`config.mk`:
```
export PLATFORM = sky130hd
export DESIGN_NAME = seven_seg_scan_ctrl_flat
export DESIGN_NICKNAME = d
export VERILOG_FILES = /design/src/rtl/seven_seg_scan_ctrl_pkg.sv /design/src/rtl/seven_seg_scan_ctrl_if.sv /design/src/rtl/seven_seg_scan_ctrl_next_dig.sv /design/src/rtl/seven_seg_scan_ctrl.sv /design/src/flat_wrapper.sv
export SDC_FILE = /design/constraint.sdc
export NUM_CORES = 1
export LEC_CHECK = 0
export CORE_MARGIN = 1
export CORE_UTILIZATION = 62
export DETAILED_ROUTE_END_ITERATION = 7
export GPL_TIMING_DRIVEN = 0
export HOLD_SLACK_MARGIN = 0.08
export PLACE_DENSITY = 0.85
export SYNTH_ARGS = -nofsm -noshare
export SYNTH_HDL_FRONTEND = slang
export SYNTH_SLANG_ARGS = --single-unit
```
`constraint.sdc`:
```
create_clock -name clk -period 9.8 [get_ports clk]
set_input_delay 1.96 -clock clk [delete_from_list [all_inputs] [get_ports clk]]
set_output_delay 1.96 -clock clk [all_outputs]
set_load 0.03 [all_outputs]
```
`src/rtl/seven_seg_scan_ctrl_pkg.sv`:
```
// Shared types and constants for the seven-segment scan controller.
package seven_seg_pkg;

  localparam int NUM_DIGITS = 8;
  localparam int DIG_W      = 3;

  typedef enum logic [1:0] {
    IDLE = 2'd0,
    SHOW = 2'd1,
    GAP  = 2'd2
  } scan_state_t;

  // Active-low anode pattern lighting exactly digit d.
  function automatic logic [NUM_DIGITS-1:0] an_lit(input logic [DIG_W-1:0] d);
    logic [NUM_DIGITS-1:0] one;
    one = NUM_DIGITS'(1);
    return ~(one << d);
  endfunction

endpackage

```
`src/rtl/seven_seg_scan_ctrl_if.sv`:
```
// Scan-controller bus: host-side enables in, digit select and anode drive out.
interface seven_seg_scan_ctrl_if;
  import seven_seg_pkg::*;

  logic                  en;
  logic [NUM_DIGITS-1:0] digit_en;
  logic [DIG_W-1:0]      num;
  logic [NUM_DIGITS-1:0] an;
  logic                  frame_tick;

  modport master (output en, digit_en, input num, an, frame_tick);
  modport slave  (input en, digit_en, output num, an, frame_tick);
endinterface

```
`src/rtl/seven_seg_scan_ctrl_next_dig.sv`:
```
// Circular priority encoder: first set mask bit strictly after cur (cur+1 .. cur+8).
module seven_seg_next_dig
  import seven_seg_pkg::*;
(
  input  logic [DIG_W-1:0]      cur,
  input  logic [NUM_DIGITS-1:0] mask,
  output logic [DIG_W-1:0]      nxt,
  output logic                  wrap
);

  logic [DIG_W-1:0] idx;

  // Walk from the farthest candidate down so the nearest hit wins.
  always_comb begin
    nxt = cur;
    idx = cur;
    for (int i = NUM_DIGITS; i >= 1; i--) begin
      idx = cur + DIG_W'(i);
      if (mask[idx]) nxt = idx;
    end
    wrap = (nxt <= cur);
  end

endmodule

```
`src/rtl/seven_seg_scan_ctrl.sv`:
```
// Time-multiplexed 8-digit scan scheduler with masking, dead-time gap and frame tick.
module seven_seg_scan_ctrl
  import seven_seg_pkg::*;
#(
  parameter int CLK_DIV   = 100000,
  parameter int BLANK_CYC = 1000
) (
  input  logic clk,
  input  logic rst,
  seven_seg_scan_ctrl_if.slave bus
);

  localparam int CNT_W = $clog2(CLK_DIV);
  localparam logic [CNT_W-1:0] SHOW_LAST = CNT_W'(CLK_DIV - 1);
  localparam logic [CNT_W-1:0] GAP_LAST  = CNT_W'((BLANK_CYC > 0) ? BLANK_CYC - 1 : 0);

  scan_state_t           state;
  logic [CNT_W-1:0]      div_cnt;
  logic [DIG_W-1:0]      num_q;
  logic [NUM_DIGITS-1:0] an_q;
  logic                  ft_q;

  logic [DIG_W-1:0]      next_dig, first_dig;
  logic                  wrap, first_wrap_unused;

  seven_seg_next_dig u_next (
    .cur  (num_q),
    .mask (bus.digit_en),
    .nxt  (next_dig),
    .wrap (wrap)
  );

  // Searching after digit 7 yields the lowest set bit.
  seven_seg_next_dig u_first (
    .cur  (DIG_W'(NUM_DIGITS - 1)),
    .mask (bus.digit_en),
    .nxt  (first_dig),
    .wrap (first_wrap_unused)
  );

  always_ff @(posedge clk) begin
    if (rst) begin
      state   <= IDLE;
      div_cnt <= '0;
      num_q   <= '0;
      an_q    <= '1;
      ft_q    <= 1'b0;
    end else if (!bus.en || bus.digit_en == '0) begin
      state   <= IDLE;
      div_cnt <= '0;
      an_q    <= '1;
      ft_q    <= 1'b0;
    end else begin
      ft_q <= 1'b0;
      case (state)
        IDLE: begin
          num_q   <= first_dig;
          div_cnt <= '0;
          an_q    <= an_lit(first_dig);
          state   <= SHOW;
        end
        SHOW: begin
          if (div_cnt == SHOW_LAST) begin
            div_cnt <= '0;
            if (BLANK_CYC > 0) begin
              state <= GAP;
              an_q  <= '1;
            end else begin
              num_q <= next_dig;
              an_q  <= an_lit(next_dig);
              ft_q  <= wrap;
            end
          end else begin
            div_cnt <= div_cnt + CNT_W'(1);
            // A digit masked off mid-SHOW goes dark for the rest of its slot.
            if (!bus.digit_en[num_q]) an_q <= '1;
          end
        end
        GAP: begin
          if (div_cnt == GAP_LAST) begin
            div_cnt <= '0;
            num_q   <= next_dig;
            an_q    <= an_lit(next_dig);
            ft_q    <= wrap;
            state   <= SHOW;
          end else begin
            div_cnt <= div_cnt + CNT_W'(1);
          end
        end
        default: state <= IDLE;
      endcase
    end
  end

  assign bus.num        = num_q;
  assign bus.an         = an_q;
  assign bus.frame_tick = ft_q;

endmodule

```
`src/flat_wrapper.sv`:
```
// flat-port wrapper written by rule: the top's interface ports become plain ports
module seven_seg_scan_ctrl_flat import seven_seg_pkg::*;
#(
  parameter int CLK_DIV   = 100000,
  parameter int BLANK_CYC = 1000
)
  (clk, rst, bus_en, bus_digit_en, bus_num, bus_an, bus_frame_tick);
  seven_seg_scan_ctrl_if bus_i ();
  input  logic clk;
  input  logic rst;
  input wire logic [$bits(bus_i.en)-1:0] bus_en;
  input wire logic [$bits(bus_i.digit_en)-1:0] bus_digit_en;
  output wire logic [$bits(bus_i.num)-1:0] bus_num;
  output wire logic [$bits(bus_i.an)-1:0] bus_an;
  output wire logic [$bits(bus_i.frame_tick)-1:0] bus_frame_tick;
  assign bus_i.en = bus_en;
  assign bus_i.digit_en = bus_digit_en;
  assign bus_num = bus_i.num;
  assign bus_an = bus_i.an;
  assign bus_frame_tick = bus_i.frame_tick;
  seven_seg_scan_ctrl #(.CLK_DIV(CLK_DIV), .BLANK_CYC(BLANK_CYC)) u_core (.clk(clk), .rst(rst), .bus(bus_i));
endmodule
```
==> flow_summary.json <==
{
  "status": "completed",
  "reg2regPathDepth": 16,
  "period_needed_ns": 5.042,
  "viasPerCell": 6.598,
  "syn_nets": 362,
  "finalSetupViolations": 0,
  "fin_nets": 388,
  "whs_path_depth": 2,
  "synth-main-ff-cell": "dfxtp_1",
  "fp.dieArea_sq_mm": 0.004650,
  "cts.htree.levels": 2,
  "place_ws_ns": 4.527,
  "cellLeakagePower_nw": 1.091,
  "crit_arrival_ns": 5.22,
  "wl_met3_um": 469,
  "drt-wirelength-per-cell_um": 16.19,
  "grt_usage": 0.3136,
  "yosys.cell_types.count": 62,
  "drc": 0,
  "grt-ovfl-total": 0,
  "wl_met1_um": 2790,
  "cp_data_required_time_ns": 9.98,
  "die_x_um": 68.19,
  "grt_pass1_wl_um": 10940,
  "cts_buffers": 5,
  "clock-sinks": 31,
  "drt_iter0_markers": 350,
  "stdcell_count": 418,
  "worst_slack_ns": 4.758,
  "max-slew-margin-rel": 0.5931,
  "ys_seq_elements": 31,
  "fin_area_sq_mm": 0.003050,
  "wirelength_um": 6768,
  "dp_hpwl_um": 5117,
  "fill_cells": 320,
  "holdCritStartpoint": "u_core.bus.an[5]",
  "ant_nets": 0,
  "cp_max_fo": 10,
  "port_buffers": 19,
  "final_util": 0.7413,
  "synthArstFlopShare": 0,
  "antenna_found_initial": 0,
  "dr.max_layer_used": "met4",
  "tightestPinTransition_ns": 0.6063,
  "hold_ws_ns": 0.4647,
  "timing.rr.start": "u_core.bus.num[1]",
  "num_antenna_cells": 0,
  "drive_above_1_share": 0.1114,
  "synth_area_leaders": "dfxtp_1 (23%), mux4_2 (7.5%), a21oi_1 (6.8%)",
  "syn_avg_cell_area_sq_um": 7.966,
  "holdBufCountCts": 0,
  "yosysWarnings": 0,
  "slew_violations": 0,
  "cts_setup_buffers": 0,
  "synth_enable_flop_cells": 0,
  "insertion_delay_ns": 0.28,
  "powerDensity_mw_per_mm2": 129.1,
  "cts_tree": "built",
  "area_delta_synth_final_pct": 12.30,
  "num_vias": 2758,
  "layout_common_cells": "a21oi_1 (37), nor2_1 (37), dfxtp_1 (31)",
  "fmax_mhz": 198.3,
  "grt_max_degree": 11,
  "hold_class": "register to register",
  "clockRootBuffer": "clkbuf_8",
  "critPathCaptureType": "register",
  "yosysTopAreaCell": "dfxtp_1",
  "finalPower_mw": 0.3938,
  "rsz0062_at_grt": "no",
  "ios": 23,
  "core_sq_mm": 0.004115,
  "synth_top_area_frac": 0.2285,
  "maxCapViolCount": 0,
  "skew_ns": 0.009854,
  "hold_violations": 0,
  "fin_crit_sh": 0.5145,
  "rows": 23,
  "peakVddDrop_mv": 0.1241,
  "dpl_cell_area_sq_mm": 0.002969,
  "r2r_setup_slack_ns": 5.58,
  "cts_resized": 0,
  "die_h_um": 68.19,
  "firstDrtPassIters": 5,
  "final.setup.tns_ns": 0,
  "wl_met2_um": 3280,
  "worstSetupPathType": "input pin to register",
  "syn_inst": 341,
  "clk_pin_slew_worst_paths_ns": 0.07,
  "clk_path_buf_depth": 2,
  "seq_area_frac_synth": 0.2285,
  "synth_area_sq_mm": 0.002716,
  "start_util": 0.6601,
  "setup.worst_path.start_class": "input pin",
  "grt_pass1_vias": 2440,
  "r2r_end": "u_core.bus.frame_tick",
  "place.gp.congestion": 0.9553,
  "dpl.cell_count": 410,
  "worstHoldEndpoint": "u_core.bus.an[5]"
}
[per-layer routing]
metal,vias up,global-route usage
met5,-,0
met4,0,0.1276
met3,31,0.06333
met2,136,0.5417
met1,1265,0.3756
li1,1326,-
[synth_stat cells, drive strengths merged, types with 6 or more instances]
cell	count
dfxtp	31
nand3	11
clkbuf	12
nor3	7
or3	6
nand3b	10
ha	10
nor2	37
mux2i	15
o21ai	28
and3	11
a31oi	8
mux4	9
nand2	17
mux2	6
a21oi	38
buf	11
a211oi	8
inv	13
[logic make-up after synthesis]
kind of cell / count (synthesis) / share of synthesized area
flip-flops: 31 / 0.2285
XOR/XNOR: 4 / 0.01566
adder cells (fa/ha/maj): 10 / 0.04606
buffers and inverters: 36 / 0.06172
multiplexers: 30 / 0.1667
AO/OA/AOI/OAI: 108 / 0.2441
AND/OR/NAND/NOR: 122 / 0.2372
[sequential cells by signal, indices dropped and copies added, names as in the netlist]
name,cells
u_core.div_cnt,17
u_core.bus.an,8
u_core.bus.num,3
u_core.state,2
u_core.bus.frame_tick,1
[layout make-up]
| cell class | count | area, sq um | area share |
|---|---|---|---|
| Sequential cell | 31 | 620.6 | 0.2034 |
| Multi-Input combinational cell | 274 | 1928 | 0.6321 |
| Inverter | 13 | 48.80 | 0.01600 |
| Timing Repair Buffer | 19 | 190.2 | 0.06235 |
| Buffer | 23 | 118.9 | 0.03897 |
| Tap cell | 50 | 62.56 | 0.02051 |
| Clock inverter | 1 | 5.005 | 0.001641 |
| Clock buffer | 7 | 76.32 | 0.02502 |
[worst max-delay path by stage]
stage | start | endpoint | slack [ns] | cells past startpoint
4_1_cts | bus_digit_en[2] | u_core.bus.an[1] | 4.82 | 11
5_1_grt | bus_digit_en[2] | u_core.bus.an[1] | 4.69 | 11
3_5_place_dp | bus_digit_en[2] | u_core.bus.an[1] | 4.53 | 11
6_report | bus_digit_en[2] | u_core.bus.an[1] | 4.76 | 11
3_3_place_gp | bus_digit_en[2] | u_core.bus.an[1] | 4.56 | 11
2_1_floorplan | bus_digit_en[2] | u_core.bus.an[1] | 5.27 | 10
[worst max-delay path: stages]
cell and delay, ns:
clkdlybuf4s50_1 0.43, clkbuf_1 0.22, mux4_2 0.57, mux2i_1 0.30, o2111ai_1 0.18, a31o_1 0.27, and2_1 0.16, buf_4 0.15
mux2i_1 0.19, or4b_1 0.51, a221o_1 0.30
[where the power goes]
group	leakage (nW)	switching, mW	internal (mW)
combinational	0.797	0.0937	0.0708
clock	0.0422	0.0465	0.0497
sequential	0.251	0.00310	0.130
total	1.09	0.143	0.250
(Power assumes the default switching activity.)
==> edit (same flow settings) <==
Make the reset (`rst`) asynchronous in one clocked block.
--- a/src/rtl/seven_seg_scan_ctrl.sv
+++ b/src/rtl/seven_seg_scan_ctrl.sv
@@ -38,7 +38,7 @@
     .wrap (first_wrap_unused)
   );
 
-  always_ff @(posedge clk) begin
+  always_ff @(posedge clk or posedge rst) begin
     if (rst) begin
       state   <= IDLE;
       div_cnt <= '0;
Behaviour: differs if rst is asserted again (counterexample within 4 cycles, from zero or initial values and one cycle with rst high); with rst held inactive, the same outputs for 10 cycles.
==> edit against the unedited design <==
- global-route usage fell by 1.2 points
- sequential cell count did not move
- synthesized area shrank 0.60%
- non-clock buffer count is 5 lower
- critical path type unchanged
- setup slack got worse by 0.069 ns
- first-iteration DRC count decreased by 39%
- routed wire length fell by 5.2%
- highest routed layer unchanged
- final area grew 1.3%
Power is not compared: it rests on default switching activity, and its combinational part moved more than twofold at a synthesized area within 25%.
==> edit: results (changes against the unedited design) <==
Crit path to: u_core.bus.frame_tick
R2R Setup Slk: 5.43 ns (-0.15 ns)
Initial antenna violation count: 0 (unchanged)
Setup bufs post-CTS: 0 (unchanged)
Multi-input gates: 242 (-12%)
Inverters: 15 (+2)
Met1 Use GR: 36.3% (-1.3 points)
Clk Latency, worst-skew pair: 0.28 ns (about the same)
Non-clock buffers: 37 (-12%)
H-tree depth: 2 (unchanged)
DR vias: 2,443 (-11%)
Max incr delay on CP: 0.57 ns (about the same)
Top post-synthesis cells by area: dfrtp_1 21%, dfstp_2 7.8%, mux4_2 7.5%
Post-CTS sizing: 0 (unchanged)
Clock-cell share of area: 3.81% (+1.1 points)
Data buffer area share: 9.11% (-1.0 points)
Layout Skew: 0.00518 ns (-0.00468 ns)
FF+latch area: 786 um2 (+27%)
DRT Pass-1 Iters: 4 (-1)
Iteration-0 DRC Markers: 213 (-39%)
Clock Pin Slew Worst Setup and Hold Paths: 0.06 ns
GR Util met3: 6.17% (-0.17 points)
Max reg flops: 17 (unchanged)
Clock Root Buffer: clkbuf_8
Met2 GRT Util: 53.3% (-0.86 points)
Most common library cells after synthesis: 39 x nor2_1, 23 x dfrtp_1, 20 x o21ai_0
Total track usage: 30.1% (-1.2 points)
Register area share after synthesis: 29.1% (+6.3 points)
Final HPWL DP: 4.81 mm (-5.9%)
CP top delay family: multiplexers
Global-route wire length before repair: 10.3 mm (-5.8%)
Reg2reg start: u_core.bus.num[0]
Clock buf count: 6 (-1)
Fraction of area in multi-input gates: 57.8% (-5.4 points)
Gpl congestion: 0.919 (-3.8%)
Fillers: 295 (-7.8%)
Synth warnings: 0 (unchanged)
Final net count: 353 (-9.0%)
Worst hold path class: flop to flop
Largest net degree at the start of global routing: 32 (+21)
Headroom to the max-slew limit: 25.4% (-34 points)
Synth async-reset ratio: 100% (+100 points)
Synthesized Nets: 325 (-10%)
IO buf count: 21 (+2)
Synth cell types: 65 (+4.8%)
Primary FF master, synth: dfrtp_1
Vias in the first global route: 2,318 (-5.0%)
WL final: 6.41 mm (-5.2%)
P_clk: 0.000129 W
Clock buffer count from CTS: 5 (unchanged)
Outcome: finished, final reports clean
Critical path peak fanout: 10 (unchanged)
Crit path launch: bus_digit_en[3]
Layout cells sized above 1: 15.3% (+4.2 points)
Worst-case reg-to-reg path depth: 17 (+1)
Peak supply drop: 0.175 mV
[edit: changes by cell type in the layout (fill, tap and decap cells not counted), moves of 6 or more]
cell	before	now
and3_1	11	1
xor2_1	2	10
xnor2_1	1	7
dfxtp_1	31	0
a21oi_1	37	17
dfrtp_1	0	23
nand3b_1	10	0
dfstp_2	0	8
[edit: cells by family (layout without fill, tap and decap cells)]
family,count (synthesis),count (layout),share of synthesized area (%)
compound gates,84,84,20.9
mux,29,29,15.1
xor+xnor,18,18,6.12
buf+inv,31,60,4.73
flops,31,31,29.1
simple gates,101,101,19.5
fa+ha+maj,10,10,4.63
[edit: how the worst min path moves through the flow]
stage | startpoint | end | slack (ns) | depth (start not counted)
after floorplan | u_core.div_cnt[0] | u_core.div_cnt[0] | 0.49 | 1
after global placement | u_core.bus.an[5] | u_core.bus.an[5] | 0.50 | 2
after detailed placement | u_core.bus.an[5] | u_core.bus.an[5] | 0.51 | 2
after CTS | u_core.bus.an[5] | u_core.bus.an[5] | 0.51 | 2
after global routing | u_core.bus.an[5] | u_core.bus.an[5] | 0.53 | 2
final | u_core.bus.an[5] | u_core.bus.an[5] | 0.51 | 2
[edit: per-layer routing]
metal,vias up,wire (um)
li1,1186,-
met1,1178,2720
met2,72,3300
met3,7,321
met4,0,72
met5,-,0
[edit: through the flow]
step | setup slack [ns] | instances | total power, W | instance area (um2) | utilization [%]
global route | 4.47 | 383 | 0.00114 | 3090 | 75.6
CTS | 4.72 | 383 | 0.00105 | 3090 | 75.6
global placement | 4.50 | 375 | 0.000894 | 2970 | 72.7
finish | 4.69 | 383 | 0.00106 | 3090 | 75.6
floorplan | 5.32 | 304 | 0.000749 | 2700 | -
detailed placement | 4.43 | 375 | 0.000916 | 2970 | 72.7
